### config.mk
export PLATFORM = sky130hd
export DESIGN_NAME = uart_rx_engine
export DESIGN_NICKNAME = d
export VERILOG_FILES = /design/src/rtl/uart_rx_pkg.sv /design/src/rtl/uart_rx_sampler.sv /design/src/rtl/uart_rx_engine.sv
export SDC_FILE = /design/constraint.sdc
export NUM_CORES = 1
export LEC_CHECK = 0
export CORE_MARGIN = 10
export CORE_UTILIZATION = 51
export DETAILED_ROUTE_END_ITERATION = 12
export PLACE_DENSITY = 0.76
export SLEW_MARGIN = 20
export SYNTH_ARGS = -nofsm -noshare
export SYNTH_HDL_FRONTEND = slang
export SYNTH_SLANG_ARGS = --single-unit
### constraint.sdc
create_clock -name clk -period 3.1 [get_ports clk]
set_input_delay 0.465 -clock clk [delete_from_list [all_inputs] [get_ports clk]]
set_output_delay 0.465 -clock clk [all_outputs]
set_load 0.02 [all_outputs]
### src/rtl/uart_rx_pkg.sv
// Shared constants and helpers for the UART receive engine.
package uart_rx_pkg;

  localparam logic [2:0] ST_IDLE    = 3'd0;
  localparam logic [2:0] ST_START   = 3'd1;
  localparam logic [2:0] ST_DATA    = 3'd2;
  localparam logic [2:0] ST_PARITY  = 3'd3;
  localparam logic [2:0] ST_STOP1   = 3'd4;
  localparam logic [2:0] ST_STOP2   = 3'd5;
  localparam logic [2:0] ST_WAIT_HI = 3'd6;

  localparam logic PAR_EVEN = 1'b0;
  localparam logic PAR_ODD  = 1'b1;

  localparam int MIN_PRESCALE = 4;

  function automatic logic maj3(input logic a, input logic b, input logic c);
    return (a & b) | (a & c) | (b & c);
  endfunction

  // Parity bit the transmitter should have sent for a data word whose XOR is x.
  function automatic logic exp_parity(input logic odd, input logic x);
    if (odd == PAR_ODD) return ~x;
    else if (odd == PAR_EVEN) return x;
    return x;
  endfunction

endpackage

### src/rtl/uart_rx_sampler.sv
// Oversampling edge counter with 3-point majority vote around mid-bit.
module uart_rx_sampler
  import uart_rx_pkg::*;
#(
  parameter int PRESC_W = 6
) (
  input  logic               clk,
  input  logic               rst,
  input  logic               clr,
  input  logic               run,
  input  logic               rxs,
  input  logic [PRESC_W-1:0] presc,
  output logic               tick,
  output logic               wrap,
  output logic               bit_val
);

  localparam logic [PRESC_W-1:0] ONE = PRESC_W'(1);

  logic [PRESC_W-1:0] cnt;
  logic [PRESC_W-1:0] half;
  logic               s_a, s_b;

  assign half = presc >> 1;
  assign wrap = run && (cnt == presc - ONE);
  assign tick = run && (cnt == half + ONE);
  // Third vote is the live sample taken on the decision cycle itself.
  assign bit_val = maj3(s_a, s_b, rxs);

  always_ff @(posedge clk) begin
    if (rst) begin
      cnt <= '0;
      s_a <= 1'b0;
      s_b <= 1'b0;
    end else begin
      if (clr) cnt <= '0;
      else if (run) cnt <= wrap ? '0 : cnt + ONE;
      if (run && cnt == half - ONE) s_a <= rxs;
      if (run && cnt == half) s_b <= rxs;
    end
  end

endmodule

### src/rtl/uart_rx_engine.sv
// UART receiver: synchroniser, frame FSM, deserialiser, parity/stop checks
// and a valid/ready output register with overrun detection.
module uart_rx_engine
  import uart_rx_pkg::*;
#(
  parameter int DATA_W  = 8,
  parameter int PRESC_W = 6
) (
  input  logic               clk,
  input  logic               rst,
  input  logic               rx_in,
  input  logic [PRESC_W-1:0] prescale,
  input  logic               par_en,
  input  logic               par_odd,
  input  logic               stop2,
  input  logic               rx_ready,
  output logic [DATA_W-1:0]  rx_data,
  output logic               rx_valid,
  output logic               par_err,
  output logic               frm_err,
  output logic               overrun,
  output logic               busy
);

  localparam int BC_W = $clog2(DATA_W + 1);

  logic               sync1, rxs;
  logic [2:0]         state, state_nx;
  logic [PRESC_W-1:0] presc_q;
  logic               par_en_q, par_odd_q, stop2_q;
  logic [BC_W-1:0]    bit_cnt;
  logic [DATA_W-1:0]  shifter;
  logic               tick, wrap, bit_val;
  logic               start_det, last_bit, par_bad;
  logic               deliver, perr, ferr, shift_en;

  always_ff @(posedge clk) begin
    if (rst) begin
      sync1 <= 1'b1;
      rxs   <= 1'b1;
    end else begin
      sync1 <= rx_in;
      rxs   <= sync1;
    end
  end

  assign start_det = (state == ST_IDLE) && !rxs;
  assign last_bit  = (bit_cnt == BC_W'(DATA_W - 1));
  assign par_bad   = (exp_parity(par_odd_q, ^shifter) != bit_val);

  always_ff @(posedge clk) begin
    if (rst) begin
      presc_q   <= '0;
      par_en_q  <= 1'b0;
      par_odd_q <= 1'b0;
      stop2_q   <= 1'b0;
    end else if (start_det) begin
      presc_q   <= (prescale < PRESC_W'(MIN_PRESCALE)) ? PRESC_W'(MIN_PRESCALE) : prescale;
      par_en_q  <= par_en;
      par_odd_q <= par_odd;
      stop2_q   <= stop2;
    end
  end

  uart_rx_sampler #(.PRESC_W(PRESC_W)) u_sampler (
    .clk     (clk),
    .rst     (rst),
    .clr     (start_det),
    .run     (state != ST_IDLE),
    .rxs     (rxs),
    .presc   (presc_q),
    .tick    (tick),
    .wrap    (wrap),
    .bit_val (bit_val)
  );

  always_ff @(posedge clk) begin
    if (rst) state <= ST_IDLE;
    else     state <= state_nx;
  end

  // Bit decisions happen at mid-bit ticks; bit-to-bit moves wait for the wrap.
  always_comb begin
    state_nx = state;
    case (state)
      ST_IDLE:    if (!rxs) state_nx = ST_START;
      ST_START:   if (tick && bit_val) state_nx = ST_IDLE;
                  else if (wrap) state_nx = ST_DATA;
      ST_DATA:    if (wrap && last_bit) state_nx = par_en_q ? ST_PARITY : ST_STOP1;
      ST_PARITY:  if (tick && par_bad) state_nx = ST_IDLE;
                  else if (wrap) state_nx = ST_STOP1;
      ST_STOP1:   if (tick && !bit_val) state_nx = ST_WAIT_HI;
                  else if (tick && !stop2_q) state_nx = ST_IDLE;
                  else if (wrap) state_nx = ST_STOP2;
      ST_STOP2:   if (tick) state_nx = bit_val ? ST_IDLE : ST_WAIT_HI;
      ST_WAIT_HI: if (rxs) state_nx = ST_IDLE;
      default:    state_nx = ST_IDLE;
    endcase
  end

  always_comb begin
    busy     = (state != ST_IDLE);
    shift_en = tick && (state == ST_DATA);
    perr     = tick && (state == ST_PARITY) && par_bad;
    ferr     = tick && !bit_val && (state == ST_STOP1 || state == ST_STOP2);
    deliver  = tick && bit_val &&
               ((state == ST_STOP1 && !stop2_q) || state == ST_STOP2);
  end

  always_ff @(posedge clk) begin
    if (rst) begin
      bit_cnt <= '0;
      shifter <= '0;
    end else begin
      if (start_det) bit_cnt <= '0;
      else if (state == ST_DATA && wrap) bit_cnt <= last_bit ? '0 : bit_cnt + 1'b1;
      // LSB arrives first, so after DATA_W shifts it sits in bit 0.
      if (shift_en) shifter <= {bit_val, shifter[DATA_W-1:1]};
    end
  end

  always_ff @(posedge clk) begin
    if (rst) begin
      rx_data  <= '0;
      rx_valid <= 1'b0;
      par_err  <= 1'b0;
      frm_err  <= 1'b0;
      overrun  <= 1'b0;
    end else begin
      par_err <= perr;
      frm_err <= ferr;
      overrun <= deliver && rx_valid && !rx_ready;
      if (deliver) begin
        if (!rx_valid || rx_ready) begin
          rx_data  <= shifter;
          rx_valid <= 1'b1;
        end
      end else if (rx_valid && rx_ready) begin
        rx_valid <= 1'b0;
      end
    end
  end

endmodule
# == After elaboration in Yosys (flattened, before gate mapping) ==
# Index checks and enable logic that the tools add are counted.
# word_totals
input_bits,13
romBits,0
regBits,46
word_cells,106
ram_bits,0
memories,0
latchBits,0
# classes
n_bitwise,6
mux,21
add_sub_neg,5
mul,0
reduce_logical,36
eq_ne,20
order_cmp,1
shifts,0
div,0
# op_table
op,n
$mux 3,13
$pmux 3 s7,1
$logic_and 1x1->1,20
$eq 6x6->1,3
$mux 6,2
$eq 3x3->1 const B,3
$ne 2x2->1 const B,4
$reduce_xor 8->1,1
$reduce_and 7->1,1
$add 5x1->6 const B,1
$add 6x1->6 const B,1
$eq 3x2->1 const B,2
$eq 6x5->1,1
$lt 6x3->1 const B,1
$ne 3x2->1 const B,2
$sub 5x1->6 const B,1
$sub 6x1->6 const B,1
$logic_not 1->1,5
$add 4x1->4 const B,1
$eq 4x3->1 const B,1
$mux 1,4
$mux 4,1
$ne 4x3->1 const B,1
$reduce_and 2->1,2
other kinds (11),16

# == Logic depth before layout (Yosys ltp) ==
# Gate-level depths: netlist of the first run.
# logic_depth
ltp_word,7
depth_mapped,11
depth_no_buf,9

# == By module ==
# A second synthesis of the first run with hierarchy kept.
# hier_totals
cells_unflattened,301
area_unflattened_um2,2553.7
# modules_own_cells
module,seq_area_each_um2,area_per_inst_um2,instances,cells_each
uart_rx_engine,760.7,1712.9,1,196
uart_rx_sampler,160.2,840.8,1,105

# == Least setup slack after synthesis of the first run ==
# Ideal clock, no wire load.
# synth_path
path_type,register to register
from,register presc_q[1]
to,register state[0]
t_arrival_ps,2376
path_stages_with_launch,11
setup_slack_ps,601
period_less_slack_ps,2499
required_time_ps,2977
cell_sequence,dfxtp_1 > buf_2 > inv_1 > ha_1 > nor3b_1 > nand2_1 > xnor2_1 > a2111oi_4 > o21ai_1 > a221o_1 > mux2_1
# synth_between
elab_chain_cells,7
# synth_rtl
element,line_no,source
from (decl),uart_rx_engine.sv:29,logic [PRESC_W-1:0] presc_q;
from (signal assigned),uart_rx_engine.sv:58,presc_q <= (prescale < PRESC_W'(MIN_PRESCALE)) ? PRESC_W'(MIN_PRESCALE) : prescale;
$add 5x1->6,uart_rx_sampler.sv:26,assign tick = run && (cnt == half + ONE);
$eq 6x6->1,uart_rx_sampler.sv:26,
$logic_and 1x1->1,uart_rx_sampler.sv:26,
$logic_and 1x1->1,uart_rx_engine.sv:93,else if (tick && !stop2_q) state_nx = ST_IDLE;
$mux 3,uart_rx_engine.sv:93,
$mux 3,uart_rx_engine.sv:92,ST_STOP1: if (tick && !bit_val) state_nx = ST_WAIT_HI;
$pmux 3 s7,uart_rx_engine.sv:85,case (state)
to (signal assigned),uart_rx_engine.sv:79,else state <= state_nx;
to (decl),uart_rx_engine.sv:28,"logic [2:0] state, state_nx;"
# Several ways; a longest one is shown, not always the timed one.
# A chain may end at the register's enable or synchronous reset.

# == Worst setup path after layout of the first run ==
# layout_path
from,register presc_q[1]
to,register state[1]
# Same word-level chain as after synthesis.

==> results of run 1 <==
==> state kept, by name, summed over array words and instances, names as in the netlist <==
signal / flops
par_en_q: 1
frm_err: 1
par_odd_q: 1
rxs: 1
sync1: 1
rx_data: 8
rx_valid: 1
state: 3
u_sampler.s_b: 1
shifter: 8
u_sampler.cnt: 6
stop2_q: 1
overrun: 1
presc_q: 6
par_err: 1
u_sampler.s_a: 1
bit_cnt: 4
==> layout by cell type, fill, tap and decap left out, types with 6 or more instances in the layout <==
master	n
xnor2_1	15
nand2b_1	7
clkdlybuf4s50_1	25
xor2_1	13
nor2_1	37
nand2_1	16
dfxtp_1	46
mux2i_1	19
ha_1	6
nor3_1	8
o21ai_0	8
a21oi_1	15
a22o_1	6
==> cell families after synthesis <==
kind of cell,share of synthesized area
AO/OA/AOI/OAI,0.131
flip-flops,0.365
buffers and inverters,0.0411
AND/OR/NAND/NOR,0.228
adder cells (fa/ha/maj),0.0342
multiplexers,0.0887
XOR/XNOR,0.112
==> worst paths after layout <==
path	start	endpoint	depth (start not counted)
hold reg to reg	sync1$_SDFF_PP1_	rxs$_SDFF_PP1_	1
setup reg to reg	presc_q[1]$_SDFFE_PP0P_	state[1]$_SDFFE_PP0P_	9
hold / removal	sync1$_SDFF_PP1_	rxs$_SDFF_PP1_	1
setup / recovery	presc_q[1]$_SDFFE_PP0P_	state[1]$_SDFFE_PP0P_	9
==> layout make-up <==
type,count,area share
multi-input cells,215,0.516
flip-flops and latches,46,0.316
repair buffers,28,0.0937
well taps,67,0.0288
clock buffers,6,0.0249
clock inverters,2,0.0129
inverters,6,0.00774
==> synth_stat cells (all sizes together), types with 5 or more instances <==
cell type,count,area [um2]
nand2b,7,43.8
or3,5,31.3
nor4,5,46.3
mux2i,19,190
inv,6,22.5
buf,9,57.6
nand2,17,66.3
clkbuf,6,23.8
a22o,6,52.6
ha,6,75.1
o21ai,10,50.1
xnor2,16,148
a21oi,15,75.1
xor2,13,114
nor3,9,50.1
nand3,5,30.0
dfxtp,46,921
nor2,38,150
==> critical path: stages (launching register included) <==
cell	delay [ns]
dfxtp_1	0.52
inv_1	0.16
ha_1	0.31
xnor2_1	0.12
nor3_1	0.13
o21ai_1	0.14
a2111oi_4	0.49
o21ai_1	0.13
a221o_1	0.39
mux2_1	0.33
==> per-layer routing <==
layer	vias up	track usage	wire, um
li1	1020	-	-
met1	956	0.163	2420
met4	0	0.0477	128
met2	40	0.229	2630
met5	-	0	0
met3	13	0.0416	237
==> per-stage QoR <==
| step | total power [mW] | hold WS (ns) | util | area, um2 | worst slack [ns] |
|---|---|---|---|---|---|
| 2_1_floorplan | 1.06 | 0.389 | - | 2530 | 0.601 |
| 3_3_place_gp | 1.17 | 0.392 | 0.589 | 2800 | 0.356 |
| 3_5_place_dp | 1.17 | 0.395 | 0.589 | 2800 | 0.313 |
| 4_1_cts | 1.62 | 0.414 | 0.612 | 2910 | 0.268 |
| 5_1_grt | 1.70 | 0.450 | 0.612 | 2910 | 0.0358 |
| 6_report | 1.61 | 0.412 | 0.612 | 2910 | 0.249 |
==> where the power goes <==
group          leakage (nW)  total, mW  switching [mW]  internal, mW
Combinational         0.599      0.479           0.267         0.212
Sequential            0.372      0.688          0.0632         0.625
Clock                0.0514      0.446           0.205         0.241
==> flow_summary.ini, run 1 <==
[status]
status = completed

[floorplan]
dieWidth_um = 90.4
die_area_um2 = 8170
row_count = 25
ioPinCount = 26
die_h_um = 90.4
coreArea_um2 = 4750
start_util = 0.531

[sta]
fin_skew_ns = 0.0109
worstMarginPinSlew_ns = 0.579
hold_viol = 0
max_freq_ghz = 0.351
tns_ns = 0
slew_viol_final = 0
fin_crit_sh = 0.920
slew_headroom = 0.613
period_needed_ns = 2.85
setup_viol = 0
grt_setup_unrepaired = no

[worst_setup_path]
crit_type = register to register
crit_arrival_ns = 3.03
rrSetupSlack_ns = 0.25
worstSetupStartpointType = register
end_kind = register
crit_required_ns = 3.28
cp_max_fo = 8

[grt]
first_global_vias = 1998
antenna_found_initial = 0
grt_max_degree = 33
overflow = 0
grt_pass1_wl_mm = 9.60
grt_use_total = 0.137

[synthesis]
synth_ff_type = dfxtp_1
synth_edf_count = 0
avgSynthCellArea_um2 = 8.96
yosysSeqAreaShare = 0.365
synth_nets = 301
synth_cells = 282
ys_ff_latch = 46
synthArstFlopShare = 0
syn-cell-area_um2 = 2530
yosysUniqueCellTypes = 55
yosys_warnings = 0

[routing]
post_drt_wl_per_cell_um = 14.6
ant_nets = 0
vias = 2029
routed_wl_mm = 5.42
dr.pass1.iters = 4
viasPerCell = 5.48
drtIter0Drc = 71
drc_errors = 0

[clock_network]
clock_sink_count = 46
root_buffer = clkbuf_8
cts_buffers = 5
ctsHoldBuffers = 0
cts_setup_buffers = 0
cts.clk_slew.worst_paths_ns = 0.09
clkLatencyLatePin_ns = 0.30
clockBufferDepth = 2
htreeDepth = 2
cts-resized-gates = 0
cts_tree = built

[place]
place_inst = 362
dp.final_hpwl_mm = 3.88
port_buffers = 25
place_congestion = 0.804

[final_layout]
seqCellArea_um2 = 921
drive_gt1_frac = 0.0825
fin_nets = 321
fin_cells = 370
antenna_cells = 0
fillers = 425
multi_input_area_um2 = 1500
area_delta_synth_final_pct = 15.3

[pwr]
power_density_nw_per_um2 = 554
leakage_nw = 1.02
vdd_drop_max_uv = 244

[min_path]
hp-class = register to register

[run]
cap_violations = 0
(Power assumes the default switching activity.)
==> inputs of run 2 (changes only) <==
--- a/config.mk
+++ b/config.mk
@@ -9,6 +9,7 @@
 export CORE_UTILIZATION = 51
 export DETAILED_ROUTE_END_ITERATION = 12
 export PLACE_DENSITY = 0.76
+export SETUP_SLACK_MARGIN = 0.02
 export SLEW_MARGIN = 20
 export SYNTH_ARGS = -nofsm -noshare
 export SYNTH_HDL_FRONTEND = slang
==> results of run 2 <==
No change in the layout: final DEF, timing and power equal those of run 1.
